`src/rtl/stepper_seq.sv`:
```
// Stepper-motor phase sequencer: full/half-step coil patterns, programmable step rate and move length.
// Optional IDLE_RELEASE_EN: de-energise the coils when a move finishes (phase is kept).
module stepper_seq #(
  parameter int PHASES = 4,
  parameter int CNT_W  = 16,
  parameter int DIV_W  = 16,
  parameter int PH_W   = $clog2(2 * PHASES)
) (
  input  logic              clock,
  input  logic              reset,
  input  logic              start,
  input  logic [CNT_W-1:0]  steps,
  input  logic              dir,
  input  logic              half,
  input  logic [DIV_W-1:0]  div,
  input  logic              abort,
  output logic [PHASES-1:0] coils,
  output logic [PH_W-1:0]   phase,
  output logic [CNT_W-1:0]  remaining,
  output logic              busy,
  output logic              done
);

  localparam int NPH = 2 * PHASES;

  typedef enum logic [1:0] {
    S_IDLE,
    S_RUN,
    S_DONE
  } state_t;

  state_t           state_reg;
  logic             dir_reg;
  logic             half_reg;
  logic [DIV_W-1:0] div_reg;
  logic [DIV_W-1:0] prescaler_reg;

  // Constant coil pattern per phase index: even k drives one coil, odd k drives
  // that coil plus the next lower one (wrapping from bit 0 to the top bit).
  logic [PHASES-1:0] pat_tbl [NPH];
  localparam logic [PHASES-1:0] ONE_HOT = {{(PHASES-1){1'b0}}, 1'b1};

  generate
    for (genvar gi = 0; gi < NPH; gi++) begin : g_pat
      localparam int HI = PHASES - 1 - gi / 2;
      localparam int LO = (HI == 0) ? PHASES - 1 : HI - 1;
      if (gi % 2 == 0) begin : g_even
        assign pat_tbl[gi] = ONE_HOT << HI;
      end else begin : g_odd
        assign pat_tbl[gi] = (ONE_HOT << HI) | (ONE_HOT << LO);
      end
    end
  endgenerate

  // Next phase for the latched mode. Full-step from an even index takes a single
  // alignment step onto the two-coil pattern; afterwards it moves two at a time.
  logic [PH_W:0]   step_amt;
  logic [PH_W:0]   phase_sum;
  logic [PH_W-1:0] phase_next;

  always_comb begin
    step_amt  = (half_reg || !phase[0]) ? (PH_W+1)'(1) : (PH_W+1)'(2);
    phase_sum = '0;
    if (!dir_reg) begin
      phase_sum = {1'b0, phase} + step_amt;
    end else begin
      phase_sum = {1'b0, phase} + (PH_W+1)'(NPH) - step_amt;
    end
    if (phase_sum >= (PH_W+1)'(NPH)) begin
      phase_sum = phase_sum - (PH_W+1)'(NPH);
    end
    phase_next = phase_sum[PH_W-1:0];
  end

  always_ff @(posedge clock or negedge reset) begin
    if (!reset) begin
      state_reg     <= S_IDLE;
      dir_reg       <= 1'b0;
      half_reg      <= 1'b0;
      div_reg       <= '0;
      prescaler_reg <= '0;
      coils         <= '0;
      phase         <= '0;
      remaining     <= '0;
      busy          <= 1'b0;
      done          <= 1'b0;
    end else begin
      case (state_reg)
        S_IDLE: begin
          done <= 1'b0;
          if (start) begin
            if (steps != '0) begin
              dir_reg       <= dir;
              half_reg      <= half;
              div_reg       <= div;
              prescaler_reg <= div;
              remaining     <= steps;
              coils         <= pat_tbl[phase];
              busy          <= 1'b1;
              state_reg     <= S_RUN;
            end else begin
              done      <= 1'b1;
              state_reg <= S_DONE;
            end
          end
        end

        S_RUN: begin
          // Abort beats a step that would otherwise land on this same edge.
          if (abort) begin
            busy      <= 1'b0;
            done      <= 1'b1;
            state_reg <= S_DONE;
          end else if (prescaler_reg == '0) begin
            phase         <= phase_next;
            coils         <= pat_tbl[phase_next];
            remaining     <= remaining - 1'b1;
            prescaler_reg <= div_reg;
            if (remaining == CNT_W'(1)) begin
              busy      <= 1'b0;
              done      <= 1'b1;
              state_reg <= S_DONE;
            end
          end else begin
            prescaler_reg <= prescaler_reg - 1'b1;
          end
        end

        S_DONE: begin
          done      <= 1'b0;
          state_reg <= S_IDLE;
`ifdef IDLE_RELEASE_EN
          coils     <= '0;
`endif
        end

        default: begin
          busy      <= 1'b0;
          done      <= 1'b0;
          state_reg <= S_IDLE;
        end
      endcase
    end
  end

endmodule

```
`config.mk`:
```
export PLATFORM = sky130hd
export DESIGN_NAME = stepper_seq
export DESIGN_NICKNAME = d
export VERILOG_FILES = /design/src/rtl/stepper_seq.sv
export SDC_FILE = /design/constraint.sdc
export NUM_CORES = 1
export LEC_CHECK = 0
export CAP_MARGIN = 20
export CORE_AREA = 2 2 91 85
export CTS_BUF_LIST = sky130_fd_sc_hd__clkbuf_4 sky130_fd_sc_hd__clkbuf_8 sky130_fd_sc_hd__clkbuf_16
export DETAILED_ROUTE_END_ITERATION = 6
export DIE_AREA = 0 0 93 87
export PLACE_DENSITY = 0.89
export SLEW_MARGIN = 20
export SYNTH_ARGS = -nofsm -noshare
export SYNTH_HDL_FRONTEND = slang
export SYNTH_SLANG_ARGS = --single-unit
export TNS_END_PERCENT = 50
```
`constraint.sdc`:
```
create_clock -name clock -period 3.4 [get_ports clock]
set_input_delay 0.68 -clock clock [delete_from_list [all_inputs] [get_ports clock]]
set_output_delay 0.68 -clock clock [all_outputs]
set_load 0.03 [all_outputs]
```
# Word level (Yosys, flattened, before mapping)
# Memory sizes are Yosys's and may differ from the RTL's.
# Cells that the tools add are included.
dict set report totals {
  regBits 61
  rom_bits 64
  inputBits 38
  out_inout_bits 25
  mem_count 2
}
# memory depth width read_ports rd_ports_with_merged_regs write_ports line
set mem_list {}
lappend mem_list {{(no name shown)} 8 4 1 0 0 116} ;# coils <= pat_tbl[phase_next];
lappend mem_list {{(no name shown)} 8 4 1 0 0 98} ;# coils <= pat_tbl[phase];
dict set report classes {
  addsub 6
  order_cmp 3
  n_eq_ne 9
  n_mux 40
  bitwise_logic 4
  reduce_logical 13
}
# operator count
set op_table {}
lappend op_table {{2-to-1 mux 16 bit} 8}
lappend op_table {{one-hot mux 16 bit (2 select lines)} 2}
lappend op_table {{2-to-1 mux 4 bit} 9}
lappend op_table {{subtractor 16 x 1 -> 16 bit (second input constant)} 2}
lappend op_table {{== test 16 x 1 -> 1 bit (second input constant)} 1}
lappend op_table {{zero test 16 bit} 1}
lappend op_table {{nonzero test 16 bit} 1}
lappend op_table {{greater-or-equal comparator 4 bit (second input constant)} 3}
lappend op_table {{2-to-1 mux 2 bit} 6}
lappend op_table {{2-to-1 mux 1 bit} 10}
lappend op_table {{AND reduction 5 bit} 2}
lappend op_table {{AND reduction 3 bit} 3}
lappend op_table {{!= test 2 bit (second input constant)} 4}
lappend op_table {{NOT 3 -> 4 bit} 2}
lappend op_table {{one-hot mux 4 bit (2 select lines)} 1}
lappend op_table {{!= test 3 bit (second input constant)} 2}
lappend op_table {{adder 3 x 2 -> 4 bit} 1}
lappend op_table {{adder 3 x 4 -> 4 bit (second input constant)} 1}
lappend op_table {{one-hot mux 2 bit (2 select lines)} 1}
lappend op_table {{AND reduction 4 bit} 1}
lappend op_table {{subtractor 4 x 2 -> 4 bit} 1}
lappend op_table {{2-to-1 mux 3 bit} 1}
lappend op_table {{one-hot mux 1 bit (3 select lines)} 1}
lappend op_table {{subtractor 3 x 1 -> 3 bit (second input constant)} 1}
lappend op_table {{9 further kinds} 10}

# Longest topological paths before layout
# Gate-level depths: netlist of the first run.
dict set report logic_depth {
  ltp_word 14
  ltp_mapped 11
  depth_no_buf 7
}

# Worst setup path after synthesis of the first run
# No wires, ideal clock.
dict set report synth_path {
  path_type {reg-to-reg}
  from {reg prescaler_reg[0]}
  to {reg remaining[12]}
  setup_time_ns 0.122
  t_arrival_ns 2.336
  path_slack_ns 0.943
  path_stages_with_launch 12
  path_buffers 4
  synth_period_minus_slack_ns 2.457
  cell_sequence {dfrtp_1 > clkbuf_1 > inv_1 > ha_1 > nor3b_1 > inv_1 > or3_1 > buf_2 > and2_4 > buf_6 > buf_6 > o22a_1}
}
dict set report synth_between {
  elab_chain_len 3
}
# element line
set synth_rtl {}
lappend synth_rtl {{from (decl)} 36} ;# logic [DIV_W-1:0] prescaler_reg;
lappend synth_rtl {{from (signal assigned)} 96} ;# prescaler_reg <= div;
lappend synth_rtl {{from (signal assigned)} 118} ;# prescaler_reg <= div_reg;
lappend synth_rtl {{from (signal assigned)} 125} ;# prescaler_reg <= prescaler_reg - 1'b1;
lappend synth_rtl {{zero test 16 bit} 114} ;# end else if (prescaler_reg == '0) begin
lappend synth_rtl {{!= test 2 bit (no line)} n/a}
lappend synth_rtl {{AND reduction 5 bit (no line)} n/a}
lappend synth_rtl {{to (signal assigned)} 97} ;# remaining <= steps;
lappend synth_rtl {{to (signal assigned)} 117} ;# remaining <= remaining - 1'b1;
lappend synth_rtl {{to (decl)} 19} ;# output logic [CNT_W-1:0] remaining,
# No other way between the ends.
# A chain may end at the register's enable or synchronous reset.

# Worst setup path in the final report of the first run
dict set report layout_path {
  from {in steps[7]}
  to {reg prescaler_reg[3]}
}
dict set report layout_between {
  elab_chain_len 3
}
# element line
set layout_rtl {}
lappend layout_rtl {{from (decl)} 12} ;# input logic [CNT_W-1:0] steps,
lappend layout_rtl {{nonzero test 16 bit} 92} ;# if (steps != '0) begin
lappend layout_rtl {{!= test 2 bit (no line)} n/a}
lappend layout_rtl {{AND reduction 4 bit (no line)} n/a}
# No other way between the ends.

==> flow_summary.json, run 1 <==
{
  "status": "complete, no violations",
  "vdd_drop_max_uv": 462,
  "synth_compound_area_share_pct": 23.0,
  "hold_buffers": 0,
  "syn_area_um2": 3750,
  "wl_per_cell_um": 17.4,
  "grt_pass1_vias": 3351,
  "tns_ns": 0,
  "postSynthCellCount": 415,
  "drc": 0,
  "maxCapViolations": 0,
  "grtUsageTotal_pct": 25.4,
  "synth_warnings": 0,
  "syn-mean-instance-area_um2": 9.04,
  "finalSetupViolCount": 0,
  "p_leak_nw": 1.80,
  "synthMuxAreaShare_pct": 7.14,
  "wirelength_mm": 9.82,
  "clk_latency_ns": 0.34,
  "postCtsSetupRepairBufs": 0,
  "critPathRequiredTime_ns": 3.62,
  "crit_path_max_fanout": 7,
  "ys_types": 51,
  "ys_async_sr_fraction_pct": 100,
  "nets": 514,
  "ios": 63,
  "synth_edf_count": 0,
  "core_um2": 7210,
  "synthAdderAreaFrac_pct": 2.87,
  "fillCellCount": 590,
  "num_vias": 3593,
  "num_rows": 30,
  "maxSlewViolCount": 0,
  "clk_root_buffer_cell": "clkbuf_8",
  "synth_top_family_by_area": "compound AO/OA/AOI/OAI gates",
  "antenna_found_initial": 0,
  "synthDominantAreaCellType": "dfrtp_1",
  "relSlewSlack_pct": 30.2,
  "grt_pass1_wl_mm": 16.2,
  "synthXorXnorAreaFrac_pct": 0.934,
  "grt_max_degree": 35,
  "min_path_type": "input port to asynchronous set/reset pin",
  "initialDrtViolationCount": 370,
  "portBuffers": 62,
  "ys_top_cells_by_area": "dfrtp_1, mux2_2, a21oi_1",
  "post-route-min-period_ns": 2.65,
  "cts_buffer_depth": 2,
  "post-place-ws_ns": 0.451,
  "hpwl_mm": 6.96,
  "antennaDiodeCount": 0,
  "max_freq_mhz": 377,
  "hold_violations": 0,
  "multiInputGateArea_um2": 2040,
  "fin_worst_skew_ns": 0.00756,
  "worst_pin_slew_ns": 1.05,
  "r2r_slack_ns": 0.84,
  "floorplan.initialDensity_pct": 52.1,
  "gp_congestion": 0.907,
  "syn-num-nets": 461,
  "syn_to_final_growth_pct": 22.1,
  "power.density_nw_per_um2": 901,
  "yosysSeqAreaShare_pct": 40.7,
  "worstSetupStartpointType": "input port",
  "ys_seq_elements": 61,
  "layout-drive-gt1-share_pct": 11.5,
  "fp.dieW_um": 93,
  "die_y_um": 87,
  "cp-end-kind": "register",
  "die-area_um2": 8090,
  "worstSetupPathType": "input port to register",
  "rsz0062_at_grt": "false",
  "setup_ws_ns": 0.749,
  "cts_tree": "built",
  "cts.repair.resized": 0,
  "drt-vias-per-instance": 6.35,
  "ant_nets": 0,
  "cts_buffers": 9,
  "synthFlopType": "dfrtp_1",
  "synthSimpleGateAreaFrac_pct": 20.5,
  "utilization_pct": 63.6,
  "grt_overflow_total": 0,
  "cp.arrival_ns": 2.87,
  "netlist.area_leader.share_pct": 40.7,
  "cts-htree-levels": 3,
  "clk_pin_slew_worst_paths_ns": 0.06,
  "drtPass1Iterations": 6,
  "clock-sinks": 61,
  "total_power_mw": 4.13,
  "regArea_um2": 1530,
  "post-route-period-util_pct": 78.0
}
cells in the final DEF, fill, tap and decap left out, types with 4 or more instances in the layout:
master,n
o31ai_1,4
a22oi_1,4
nor4_1,12
dfrtp_1,61
and3_1,4
o21ai_0,18
buf_4,10
clkbuf_8,10
or3_1,5
nor3_1,13
nor2b_1,4
inv_1,13
a41oi_1,4
o211ai_1,4
mux2_2,22
or4_1,5
a211oi_1,10
ha_1,7
nor2_1,49
o2bb2ai_1,6
nand3_1,10
o22a_1,8
nand2_1,20
clkdlybuf4s50_1,61
nand2b_1,7
a31oi_1,11
a21oi_1,39
cell type report:
cell class,instances,area share (%)
Inverter,13,1.06
Clock inverter,3,0.328
Clock buffer,10,3.00
Sequential cell,61,33.3
Timing Repair Buffer,72,15.1
Tap cell,96,2.62
Multi-Input combinational cell,311,44.6
stage by stage:
| step | hold slack (ns) | instances | instance area, um^2 |
|---|---|---|---|
| after floorplan | 0.384 | 415 | 3750 |
| after global placement | 0.455 | 553 | 4430 |
| after detailed placement | 0.466 | 553 | 4430 |
| after CTS | 0.364 | 566 | 4580 |
| after global routing | 0.387 | 566 | 4580 |
| final | 0.356 | 566 | 4580 |
cells by family after synthesis:
kind of cell               after synthesis
and+or+nand+nor                        146
AOI/OAI and AO/OA                      129
DFF                                     61
buffers and inverters                   43
muxes                                   24
adders and majority gates                8
xor gates and xnor gates                 4
metal layers:
layer	vias to the layer above	wire (um)	global-route usage [%]
li1	1656	-	-
met1	1744	4220	34.1
met2	176	4660	40.0
met3	17	763	5.97
met4	0	172	10.0
met5	-	0	0
final timing paths:
kind	start	cells past startpoint	endpoint
worst max-delay path	steps[7]	7	prescaler_reg[3]
worst max register to register	prescaler_reg[0]	9	coils[2]
worst min-delay path	reset	1	phase[2]
max in group asynchronous	reset	2	div_reg[14]
min in group clock	div_reg[15]	2	div_reg[15]
worst min register to register	div_reg[15]	2	div_reg[15]
power by group:
| group | switching (mW) | leakage (nW) | internal (mW) | total [mW] |
|---|---|---|---|---|
| clock network | 0.267 | 0.0836 | 0.268 | 0.535 |
| registers | 0.418 | 0.719 | 1.07 | 1.48 |
| logic | 1.18 | 0.999 | 0.925 | 2.11 |
| total | 1.87 | 1.80 | 2.26 | 4.13 |
critical path, cell delays in order:
cell and delay, ns:
clkdlybuf4s50_1 0.42, nor4_1 0.56, nand4_1 0.31, o21ai_1 0.30
buf_4 0.20, nor2_1 0.08, a221o_1 0.32
cell usage after synthesis (2+ instances only):
cell type and count:
dfrtp_1 61, nor2_1 49, a21oi_1 39, clkbuf_1 26, mux2_2 22, nand2_1 20
o21ai_0 19, inv_1 13, nor3_1 13, nor4_1 12, a31oi_1 11, a211oi_1 10
nand3_1 10, o22a_1 8, ha_1 7, nand2b_1 7, o2bb2ai_1 6, nor2b_1 5
or3_1 5, or4_1 5, a22oi_1 4, a41oi_1 4, and3_1 4, o211ai_1 4
o31ai_1 4, a221o_1 3, a2bb2oi_1 3, buf_6 3, nand4_1 3, nor3b_1 3
o21a_1 3, o221ai_1 3, and2_1 2, mux2i_1 2, nand3b_1 2, nor4_4 2
o22ai_1 2, xnor2_1 2, xor2_1 2
No activity file was read; power rests on OpenSTA's default activity.
==> inputs of run 2 (changes only) <==
==> constraint.sdc (replaced) <==
create_clock -name clock -period 2.55 [get_ports clock]
set_input_delay 0.51 -clock clock [delete_from_list [all_inputs] [get_ports clock]]
set_output_delay 0.51 -clock clock [all_outputs]
set_load 0.03 [all_outputs]
==> flow_summary.json, run 2 (synthesized netlist as in run 1, its figures left out) <==
{
  "maxSlewViolCount": 0,
  "dp_cells": 568,
  "setup_ws_ns": 0.261,
  "antennaDiodeCount": 0,
  "power.density_nw_per_um2": 1210,
  "placed_area_um2": 4570,
  "cp-end-kind": "register",
  "post-route-min-period_ns": 2.29,
  "worstSetupStartpointType": "register",
  "wirelength_mm": 9.99,
  "grtUsageTotal_pct": 25.7,
  "cp.arrival_ns": 2.51,
  "finalSetupViolCount": 0,
  "cts.repair.resized": 0,
  "drtPass1Iterations": 5,
  "cts_buffer_depth": 2,
  "final_cell_mix": "dfrtp_1, clkdlybuf4s50_1, nor2_1",
  "min_path_type": "input port to asynchronous set/reset pin",
  "portBuffers": 62,
  "status": "complete, no violations",
  "critPathRequiredTime_ns": 2.77,
  "grt_max_degree": 33,
  "vdd_drop_max_uv": 524,
  "post-route-period-util_pct": 89.8,
  "rsz0062_at_grt": "false",
  "relSlewSlack_pct": 53.3,
  "die_y_um": 87,
  "drc": 0,
  "ant_nets": 0,
  "core_um2": 7210,
  "grt_overflow_total": 0,
  "post-place-ws_ns": -0.000826,
  "clk_latency_ns": 0.35,
  "floorplan.initialDensity_pct": 52.1,
  "grt_pass1_wl_mm": 16.5,
  "max_freq_mhz": 437,
  "hpwl_mm": 7.11,
  "num_vias": 3593,
  "syn_to_final_growth_pct": 27.0,
  "num_rows": 30,
  "postCtsSetupRepairBufs": 0,
  "drt-vias-per-instance": 6.16,
  "fp.dieW_um": 93,
  "layout-drive-gt1-share_pct": 14.6,
  "clk_root_buffer_cell": "clkbuf_8",
  "utilization_pct": 66.1,
  "worst_pin_slew_ns": 0.700,
  "worstSetupPathType": "register to register",
  "ios": 63,
  "clk_pin_slew_worst_paths_ns": 0.06,
  "grt_pass1_vias": 3567,
  "wl_per_cell_um": 17.1,
  "stdcell_area_um2": 4770,
  "cts_tree": "built",
  "clock-sinks": 61,
  "nets": 529,
  "die-area_um2": 8090,
  "fin_worst_skew_ns": 0.00783,
  "initialDrtViolationCount": 382,
  "hold_violations": 0,
  "maxCapViolations": 0,
  "antenna_found_initial": 0,
  "final_cells": 583,
  "hold_buffers": 0,
  "p_leak_nw": 1.91,
  "cts_buffers": 9,
  "crit_path_max_fanout": 7,
  "gp_congestion": 0.889,
  "cts-htree-levels": 3
}
## run 2: cell type report
type                            count  area [um^2]
Fill cell                         560         2440
Multi-Input combinational cell    311         2040
Sequential cell                    61         1530
Timing Repair Buffer               87          828
Clock buffer                       15          200
Tap cell                           96          120
Inverter                           13         48.8
## run 2: power by group
part | internal [mW] | switching (mW)
registers | 1.42 | 0.515
clock network | 0.492 | 0.370
logic | 1.33 | 1.63
total | 3.24 | 2.52
## run 2: metal layers
layer | vias up | GRT usage, % | share of wire [%]
li1 | 1685 | - | -
met1 | 1716 | 34.0 | 43
met2 | 176 | 42.5 | 48
met3 | 16 | 4.59 | 7.6
met4 | 0 | 10.0 | 1.4
met5 | - | 0 | 0
## run 2: stage by stage
stage	setup TNS, ns	hold slack, ns	total power [mW]
floorplan	0	0.214	3.84
global placement	0	0.456	4.72
detailed placement	-0.000826	0.459	4.85
CTS	0	0.223	5.74
global route	0	0.255	6.12
finish	0	0.209	5.76
## run 2: final timing paths
path | start | end | slack, ns | cells past startpoint
min in group clock | div_reg[15] | div_reg[15] | 0.47 | 2
max | prescaler_reg[0] | prescaler_reg[6] | 0.26 | 9
max in group asynchronous | reset | div_reg[11] | 1.73 | 2
min | reset | phase[2] | 0.21 | 1
min reg2reg | div_reg[15] | div_reg[15] | 0.47 | 2
max reg2reg | prescaler_reg[0] | prescaler_reg[6] | 0.26 | 9
## run 2: critical path, cell delays in order (launching register included)
cell and delay, ns:
dfrtp_1 0.38, inv_1 0.10, ha_1 0.20, nor3b_1 0.31
buf_4 0.20, nand4_1 0.27, buf_4 0.28, and3_1 0.16
o21ai_0 0.17, o31ai_1 0.11
